`src/rtl/slink_bist_ctrl.sv`:
```
// S-Link RX BIST sequencer: clears the checker, waits for lock, runs N packets, reports pass/fail.
// Optional build macro SLINK_BIST_CTRL_RETRY_EN adds automatic retry of lock/unrecoverable failures.
module slink_bist_ctrl #(
  parameter int RST_CYCLES  = 4,
  parameter int TIMER_WIDTH = 20
) (
  input  logic                   clk,
  input  logic                   reset,
  input  logic                   swi_start,
  input  logic                   swi_abort,
  input  logic [TIMER_WIDTH-1:0] swi_lock_timeout,
  input  logic [15:0]            swi_run_pkts,
  input  logic [15:0]            swi_err_thresh,
  input  logic                   bist_locked,
  input  logic                   bist_unrec,
  input  logic [15:0]            bist_errors,
  input  logic                   rx_sop,
`ifdef SLINK_BIST_CTRL_RETRY_EN
  input  logic [3:0]             swi_retries,
  output logic [3:0]             retry_count,
`endif
  output logic                   bist_en,
  output logic                   bist_reset,
  output logic                   busy,
  output logic                   done,
  output logic                   pass,
  output logic [1:0]             fail_code,
  output logic [15:0]            pkt_count,
  output logic [15:0]            err_snapshot
);

  typedef enum logic [2:0] {
    S_IDLE,
    S_CLR,
    S_LOCK_WAIT,
    S_RUN,
    S_DONE
  } state_t;

  localparam logic [TIMER_WIDTH-1:0] CLR_LAST = TIMER_WIDTH'(RST_CYCLES - 1);

  state_t                 state, state_d;
  logic [TIMER_WIDTH-1:0] timer, timer_d, timer_inc;
  logic                   bist_en_d, bist_reset_d, busy_d, done_d, pass_d;
  logic [1:0]             fail_code_d, code_n;
  logic [15:0]            pkt_count_d, err_snapshot_d, pkt_next;
  logic                   start_clr, go_fail, go_pass, finish;
`ifdef SLINK_BIST_CTRL_RETRY_EN
  logic [3:0]             retry_d;
  logic                   retry_ok;
`endif

  assign timer_inc = (&timer) ? timer : timer + 1'b1;
  assign pkt_next  = (rx_sop && !(&pkt_count)) ? pkt_count + 16'd1 : pkt_count;

  always_comb begin
    state_d        = state;
    timer_d        = timer;
    bist_en_d      = bist_en;
    bist_reset_d   = bist_reset;
    done_d         = done;
    pass_d         = pass;
    fail_code_d    = fail_code;
    pkt_count_d    = pkt_count;
    err_snapshot_d = err_snapshot;
    start_clr      = 1'b0;
    go_fail        = 1'b0;
    go_pass        = 1'b0;
    code_n         = 2'd0;
`ifdef SLINK_BIST_CTRL_RETRY_EN
    retry_d        = retry_count;
    retry_ok       = 1'b0;
`endif

    case (state)
      S_IDLE, S_DONE: start_clr = swi_start;
      S_CLR: begin
        if (timer == CLR_LAST) begin
          state_d      = S_LOCK_WAIT;
          bist_reset_d = 1'b0;
          timer_d      = '0;
        end else begin
          timer_d = timer_inc;
        end
      end
      S_LOCK_WAIT: begin
        timer_d = timer_inc;
        // Compare the incremented value so a limit of N leaves exactly N cycles in this state.
        if (bist_unrec) begin
          go_fail = 1'b1;
          code_n  = 2'd2;
        end else if (bist_locked) begin
          state_d = S_RUN;
        end else if ((swi_lock_timeout != '0) && (timer_inc == swi_lock_timeout)) begin
          go_fail = 1'b1;
          code_n  = 2'd1;
        end
      end
      S_RUN: begin
        pkt_count_d = pkt_next;
        if (bist_unrec || !bist_locked) begin
          go_fail = 1'b1;
          code_n  = 2'd2;
        end else if (bist_errors > swi_err_thresh) begin
          go_fail = 1'b1;
          code_n  = 2'd3;
        end else if (pkt_next >= swi_run_pkts) begin
          go_pass = 1'b1;
        end
      end
      default: state_d = S_IDLE;
    endcase

`ifdef SLINK_BIST_CTRL_RETRY_EN
    retry_ok = go_fail && (code_n != 2'd3) && (retry_count < swi_retries);
    finish   = (go_fail || go_pass) && !retry_ok;
    if (retry_ok) begin
      state_d      = S_CLR;
      bist_en_d    = 1'b1;
      bist_reset_d = 1'b1;
      timer_d      = '0;
      pkt_count_d  = '0;
      retry_d      = retry_count + 4'd1;
    end
`else
    finish = go_fail || go_pass;
`endif

    if (finish) begin
      state_d        = S_DONE;
      bist_en_d      = 1'b0;
      bist_reset_d   = 1'b0;
      done_d         = 1'b1;
      pass_d         = go_pass;
      fail_code_d    = code_n;
      err_snapshot_d = bist_errors;
    end

    if (start_clr) begin
      state_d        = S_CLR;
      bist_en_d      = 1'b1;
      bist_reset_d   = 1'b1;
      timer_d        = '0;
      done_d         = 1'b0;
      pass_d         = 1'b0;
      fail_code_d    = 2'd0;
      pkt_count_d    = '0;
      err_snapshot_d = '0;
`ifdef SLINK_BIST_CTRL_RETRY_EN
      retry_d        = '0;
`endif
    end

    // Abort overrides everything, including a simultaneous start; pkt_count is kept for debug.
    if (swi_abort) begin
      state_d      = S_IDLE;
      bist_en_d    = 1'b0;
      bist_reset_d = 1'b0;
      timer_d      = '0;
      done_d       = 1'b0;
      pass_d       = 1'b0;
      fail_code_d  = 2'd0;
`ifdef SLINK_BIST_CTRL_RETRY_EN
      retry_d      = '0;
`endif
    end

    busy_d = (state_d == S_CLR) || (state_d == S_LOCK_WAIT) || (state_d == S_RUN);
  end

  always_ff @(posedge clk or posedge reset) begin
    if (reset) begin
      state        <= S_IDLE;
      timer        <= '0;
      bist_en      <= 1'b0;
      bist_reset   <= 1'b0;
      busy         <= 1'b0;
      done         <= 1'b0;
      pass         <= 1'b0;
      fail_code    <= 2'd0;
      pkt_count    <= '0;
      err_snapshot <= '0;
`ifdef SLINK_BIST_CTRL_RETRY_EN
      retry_count  <= '0;
`endif
    end else begin
      state        <= state_d;
      timer        <= timer_d;
      bist_en      <= bist_en_d;
      bist_reset   <= bist_reset_d;
      busy         <= busy_d;
      done         <= done_d;
      pass         <= pass_d;
      fail_code    <= fail_code_d;
      pkt_count    <= pkt_count_d;
      err_snapshot <= err_snapshot_d;
`ifdef SLINK_BIST_CTRL_RETRY_EN
      retry_count  <= retry_d;
`endif
    end
  end

endmodule

```
`config.mk`:
```
export PLATFORM = sky130hd
export DESIGN_NAME = slink_bist_ctrl
export DESIGN_NICKNAME = d
export VERILOG_FILES = /design/src/rtl/slink_bist_ctrl.sv
export SDC_FILE = /design/constraint.sdc
export NUM_CORES = 1
export LEC_CHECK = 0
export CORE_AREA = 2 2 114 105
export CTS_CLUSTER_DIAMETER = 40
export DETAILED_ROUTE_END_ITERATION = 8
export DIE_AREA = 0 0 116 107
export PLACE_DENSITY_LB_ADDON = 0.05
export SETUP_SLACK_MARGIN = 0.05
export SYNTH_ARGS = -nofsm -noshare
export SYNTH_HDL_FRONTEND = slang
export SYNTH_SLANG_ARGS = --single-unit
```
`constraint.sdc`:
```
create_clock -name clk -period 4.4 [get_ports clk]
set_clock_uncertainty 0.1 [all_clocks]
set_input_delay 0.88 -clock clk [delete_from_list [all_inputs] [get_ports clk]]
set_output_delay 0.88 -clock clk [all_outputs]
set_load 0.005 [all_outputs]
```
# After elaboration in Yosys (flattened, before gate mapping)
# Cells that the tools add are included.
dict set report totals {
  regBits 62
  latchBits 0
  ramBits 0
  rom_bits 0
  input_bits 75
  output_inout_bits 39
  word_cells 95
  memories 0
}
dict set report classes {
  n_addsub 2
  mul 0
  n_div 0
  n_lt_le_gt_ge 2
  eq_ne 9
  shifts 0
  mux 51
  n_bitwise 0
  n_reduce_logical 21
}
# cell n
set ops {}
lappend ops {{16-bit 2-to-1 mux} 5}
lappend ops {{20-bit 2-to-1 mux} 4}
lappend ops {{20-bit one-hot mux with 2 select lines} 1}
lappend ops {{1-bit 2-to-1 mux} 26}
lappend ops {{20-bit by 1-bit adder with 20-bit output (second input constant)} 1}
lappend ops {{20-bit by 2-bit == test with 1-bit output (second input constant)} 1}
lappend ops {{20-bit == test} 1}
lappend ops {{20-bit AND reduction} 1}
lappend ops {{20-bit nonzero test} 1}
lappend ops {{3-bit 2-to-1 mux} 6}
lappend ops {{16-bit by 1-bit adder with 16-bit output (second input constant)} 1}
lappend ops {{16-bit >= comparator} 1}
lappend ops {{16-bit > comparator} 1}
lappend ops {{16-bit AND reduction} 1}
lappend ops {{3-bit by 2-bit == test with 1-bit output (second input constant)} 4}
lappend ops {{2-bit 2-to-1 mux} 6}
lappend ops {{4-bit nonzero test} 3}
lappend ops {{3-bit one-hot mux with 3 select lines} 1}
lappend ops {{3-bit by 1-bit == test with 1-bit output (second input constant)} 2}
lappend ops {{1-bit logical OR} 4}
lappend ops {{2-bit one-hot mux with 2 select lines} 1}
lappend ops {{2-bit nonzero test} 2}
lappend ops {{3-bit == test (second input constant)} 1}
lappend ops {{3-bit zero test} 1}
lappend ops {{other kinds (7)} 9}

# Longest topological paths before layout
# Gate-level depths: netlist (run 1).
dict set report depth {
  word_depth 16
  depth_mapped 18
  mapped_depth_nobuf 16
}

# Least setup slack after synthesis (run 1)
# OpenSTA, ideal clock, no wires.
dict set report synth_path {
  path_kind {in2reg}
  start {input port rx_sop}
  end {register err_snapshot[0]}
  setup_time_ns 0.076
  arrival_time_ns 3.844
  required_time_ns 4.224
  path_slack_ns 0.379
  cell_stages 14
  path_buffers 2
  path_cell_list {o41a_1 -> buf_2 -> nand4_1 -> nor3_2 -> nand4_1 -> xnor2_1 -> ha_1 -> and3_1 -> o21ai_0 -> a2111o_1 -> o21ai_0 -> buf_2 -> o21ai_1 -> o21ai_1}
}
dict set report synth_via {
  elab_chain_len 9
}
# element line_no
set synth_rtl {}
lappend synth_rtl {{from (decl)} 17} ;# input logic rx_sop,
lappend synth_rtl {{1-bit logical AND} 54} ;# assign pkt_next = (rx_sop && !(&pkt_count)) ? pkt_count + 16'd1 : pkt_count;
lappend synth_rtl {{16-bit 2-to-1 mux} 54}
lappend synth_rtl {{16-bit >= comparator} 107} ;# end else if (pkt_next >= swi_run_pkts) begin
lappend synth_rtl {{1-bit 2-to-1 mux} 107}
lappend synth_rtl {{1-bit 2-to-1 mux} 104} ;# end else if (bist_errors > swi_err_thresh) begin
lappend synth_rtl {{1-bit 2-to-1 mux} 101} ;# if (bist_unrec || !bist_locked) begin
lappend synth_rtl {{1-bit 2-to-1 mux} 75} ;# case (state)
lappend synth_rtl {{1-bit logical OR} 126} ;# finish = go_fail || go_pass;
lappend synth_rtl {{2-bit nonzero test (no source line)} -}
lappend synth_rtl {{to (signal assigned)} 196} ;# err_snapshot <= err_snapshot_d;
lappend synth_rtl {{to (decl)} 29} ;# output logic [15:0] err_snapshot
# Every way passes these cells.
# A chain may end at the register's enable or synchronous reset.

# Worst setup path in the final report (run 1)
dict set report layout_path {
  start {input port rx_sop}
  end {register err_snapshot[10]}
}
# The elaborated chain is that of the path after synthesis.

==> results.cfg, run 1 <==
[timing]
tightest_slew_ns = 0.797
tns_ns = 0
grt_setup_unrepaired = false
finalSetupViolCount = 0
max_slew_margin = 0.464
slew_violations = 0
hold_viol = 0
post-route-min-period_ns = 4.08
max_freq_mhz = 245
fin_crit_sh = 0.927

[place]
numPortBuffers = 113
dp_cells = 840
dpl_cell_area_mm2 = 0.00626
gp_congestion = 0.918
dp.final_hpwl_um = 11100

[worst_setup_path]
cp.buffers_inverters = 2
r2r_slack_ns = 0.39
critPathMaxFanout = 9
crit_chain = clkdlybuf4s50_1 > o41a_1 > and3_1 > and2b_1 > nand3_1 > nor3_1 > xor2_1 > ha_1 > and3_1 > a221oi_1 > o2111ai_1 > a21oi_2 > o21a_1 > nand2_2 > buf_4 > o21ai_0
worstSetupEndpointType = flip-flop
max_stage_delay_ns = 0.46
critPathTopFamily = compound AO/OA/AOI/OAI gates
start_kind = primary input
critPathKind = primary input to flip-flop
crit_slowest_cell = clkdlybuf4s50_1
crit_arrival_ns = 4.22
crit_top_cell = and3_1
cp.required_ns = 4.54

[floorplan]
die_h_um = 107
dieWidth_um = 116
core_mm2 = 0.0112
ios = 114
rows = 37
initial_core_util = 0.443
die-area_mm2 = 0.0124

[global_routing]
grt_use_total = 0.237
overflow = 0
grt_max_degree = 33
grt_pass1_vias = 4594
antenna_found_initial = 0
grt_pass1_wl_um = 23100

[synthesis]
synth_enable_flop_cells = 0
ys_seq_area_frac = 0.313
synth-seq-cells = 62
async_flop_share = 1.00
synth_area_per_cell_um2 = 8.51
syn_nets = 692
yosysWarnings = 0
yosysUniqueCellTypes = 71
synth_flop_cell = dfrtp_1
synthCells = 583
syn_area_mm2 = 0.00496

[routing]
postRouteAntennaNets = 0
first_iter_violations = 359
wl_per_cell_um = 16.7
vias = 4726
drc = 0
totalWireLength_um = 14300
firstDrtPassIters = 5
avgViaCountPerCell = 5.53

[final_layout]
fin_nets = 804
stdcell_count = 855
final_layout_size_suffix_gt1_frac = 0.0873
nFillCells = 1040
fin_util = 0.587
n_antenna_cell = 0
stdcell_area_mm2 = 0.00658
syn_to_final_growth_pct = 32.6

[power_and_ir_drop]
ir_drop_v = 0.000188
leakage_nw = 2.94
total_power_mw = 1.58
power.density_mw_per_mm2 = 239

[cts]
cts-root-buf = clkbuf_16
cts_max_path_buffers = 2
cts_max_level = 3
cts_sinks = 62
cts_inserted_buffers = 9
path_clk_slew_ns = 0.05
cts_tree = done
cts_setup_buffers = 0
clk_latency_ns = 0.33

[flow_run]
drv_cap = 0

[worst_hold_path]
min_path_type = flip-flop to flip-flop

[outcome]
outcome = complete, no violations
[where the power goes]
part	internal, mW	leakage [nW]	switching (mW)
sequential	0.577	0.861	0.00848
clock	0.509	0.153	0.245
combinational	0.122	1.92	0.113
total	1.21	2.94	0.367
[cell families (layout without fill, tap and decap cells)]
family                     count (synthesis)  after routing  synth area share
and+or+nand+nor                          196            196             0.219
AOI/OAI and AO/OA                        169            169             0.223
buffers and inverters                     72            188            0.0646
DFF                                       62             62             0.313
xor gates and xnor gates                  44             44            0.0820
adders and majority gates                 34             34            0.0858
muxes                                      6              6            0.0124
[final cells by class]
cell class / count / area [µm²] / area share
Timing Repair Buffer: 131 / 1270 / 0.192
Inverter: 42 / 158 / 0.0240
Sequential cell: 62 / 1550 / 0.236
Clock inverter: 3 / 68.8 / 0.0105
Clock buffer: 12 / 246 / 0.0375
Tap cell: 156 / 195 / 0.0297
Multi-Input combinational cell: 449 / 3090 / 0.470
[cell usage in the layout, fill, tap and decap left out, types with 7 or more instances in the layout]
cell type        instances
nor4_1                  10
o21ai_1                 21
a21o_1                  11
o21ai_0                 42
a21oi_1                 22
clkdlybuf4s50_1        113
inv_1                   40
nand4_1                 11
and3_1                  10
a22o_1                   7
nand2_1                 55
ha_1                    34
nor3_1                   9
o31ai_1                 13
buf_4                   18
dfrtp_1                 62
nand3_1                 22
nor2_1                  36
xor2_1                  16
xnor2_1                 26
nand2b_1                 7
clkbuf_16                9
a31oi_1                  8
[synth_stat cells (all sizes together), types with 16 or more instances]
library cell,n,area (µm²)
a21oi,23,115
buf,19,121
dfrtp,62,1550
ha,34,425
inv,41,154
nand2,56,213
nand3,22,110
nand4,16,158
nor2,38,148
o21ai,64,324
xnor2,27,244
xor2,16,140
[path summary, 6_finish.rpt]
path,startpoint,endpoint,cells past startpoint
max,rx_sop,err_snapshot[10],16
min,done,done,1
max reg2reg,pkt_count[10],err_snapshot[10],17
min reg2reg,done,done,1
max in group asynchronous,reset,timer[12],3
min in group asynchronous,reset,timer[7],2
[what timing repair did]
| action | CTS | global route |
|---|---|---|
| gates resized for setup | 0 | 1 |
| endpoints found under the setup margin | 0 | 6 |
| hold buffers | 0 | 0 |
[through the flow]
stage	hold slack [ns]	setup slack, ns
after floorplan	0.387	0.379
after global placement	0.377	0.0473
after CTS	0.402	0.247
after global routing	0.431	0.0662
after detailed placement	0.385	-0.0751
final	0.401	0.320
[state kept, by name, indices dropped and copies added (netlist names)]
signal / cells
busy: 1
pkt_count: 16
state: 3
bist_en: 1
err_snapshot: 16
pass: 1
done: 1
fail_code: 2
bist_reset: 1
timer: 20
[per-layer routing]
| layer | global-route usage | vias to the layer above | part of all wire |
|---|---|---|---|
| met5 | 0 | - | 0 |
| met4 | 0.0459 | 0 | 0.0082 |
| met3 | 0.0565 | 10 | 0.070 |
| met2 | 0.355 | 154 | 0.43 |
| met1 | 0.348 | 2218 | 0.49 |
| li1 | - | 2344 | - |
No activity file was read; power rests on OpenSTA's default activity.
==> run 2: changes to the inputs <==
--- a/config.mk
+++ b/config.mk
@@ -7,6 +7,7 @@
 export LEC_CHECK = 0
 export CORE_AREA = 2 2 114 105
 export CTS_CLUSTER_DIAMETER = 40
+export CTS_CLUSTER_SIZE = 30
 export DETAILED_ROUTE_END_ITERATION = 8
 export DIE_AREA = 0 0 116 107
 export PLACE_DENSITY_LB_ADDON = 0.05
==> results of run 2 <==
No change in the layout: final DEF, timing and power equal those of run 1.
==> run 3: changes to the inputs <==
--- a/config.mk
+++ b/config.mk
@@ -5,6 +5,7 @@
 export SDC_FILE = /design/constraint.sdc
 export NUM_CORES = 1
 export LEC_CHECK = 0
+export CAP_MARGIN = 10
 export CORE_AREA = 2 2 114 105
 export CTS_CLUSTER_DIAMETER = 40
 export CTS_CLUSTER_SIZE = 30
==> results of run 3 <==
No change in the layout: final DEF, timing and power equal those of run 1.
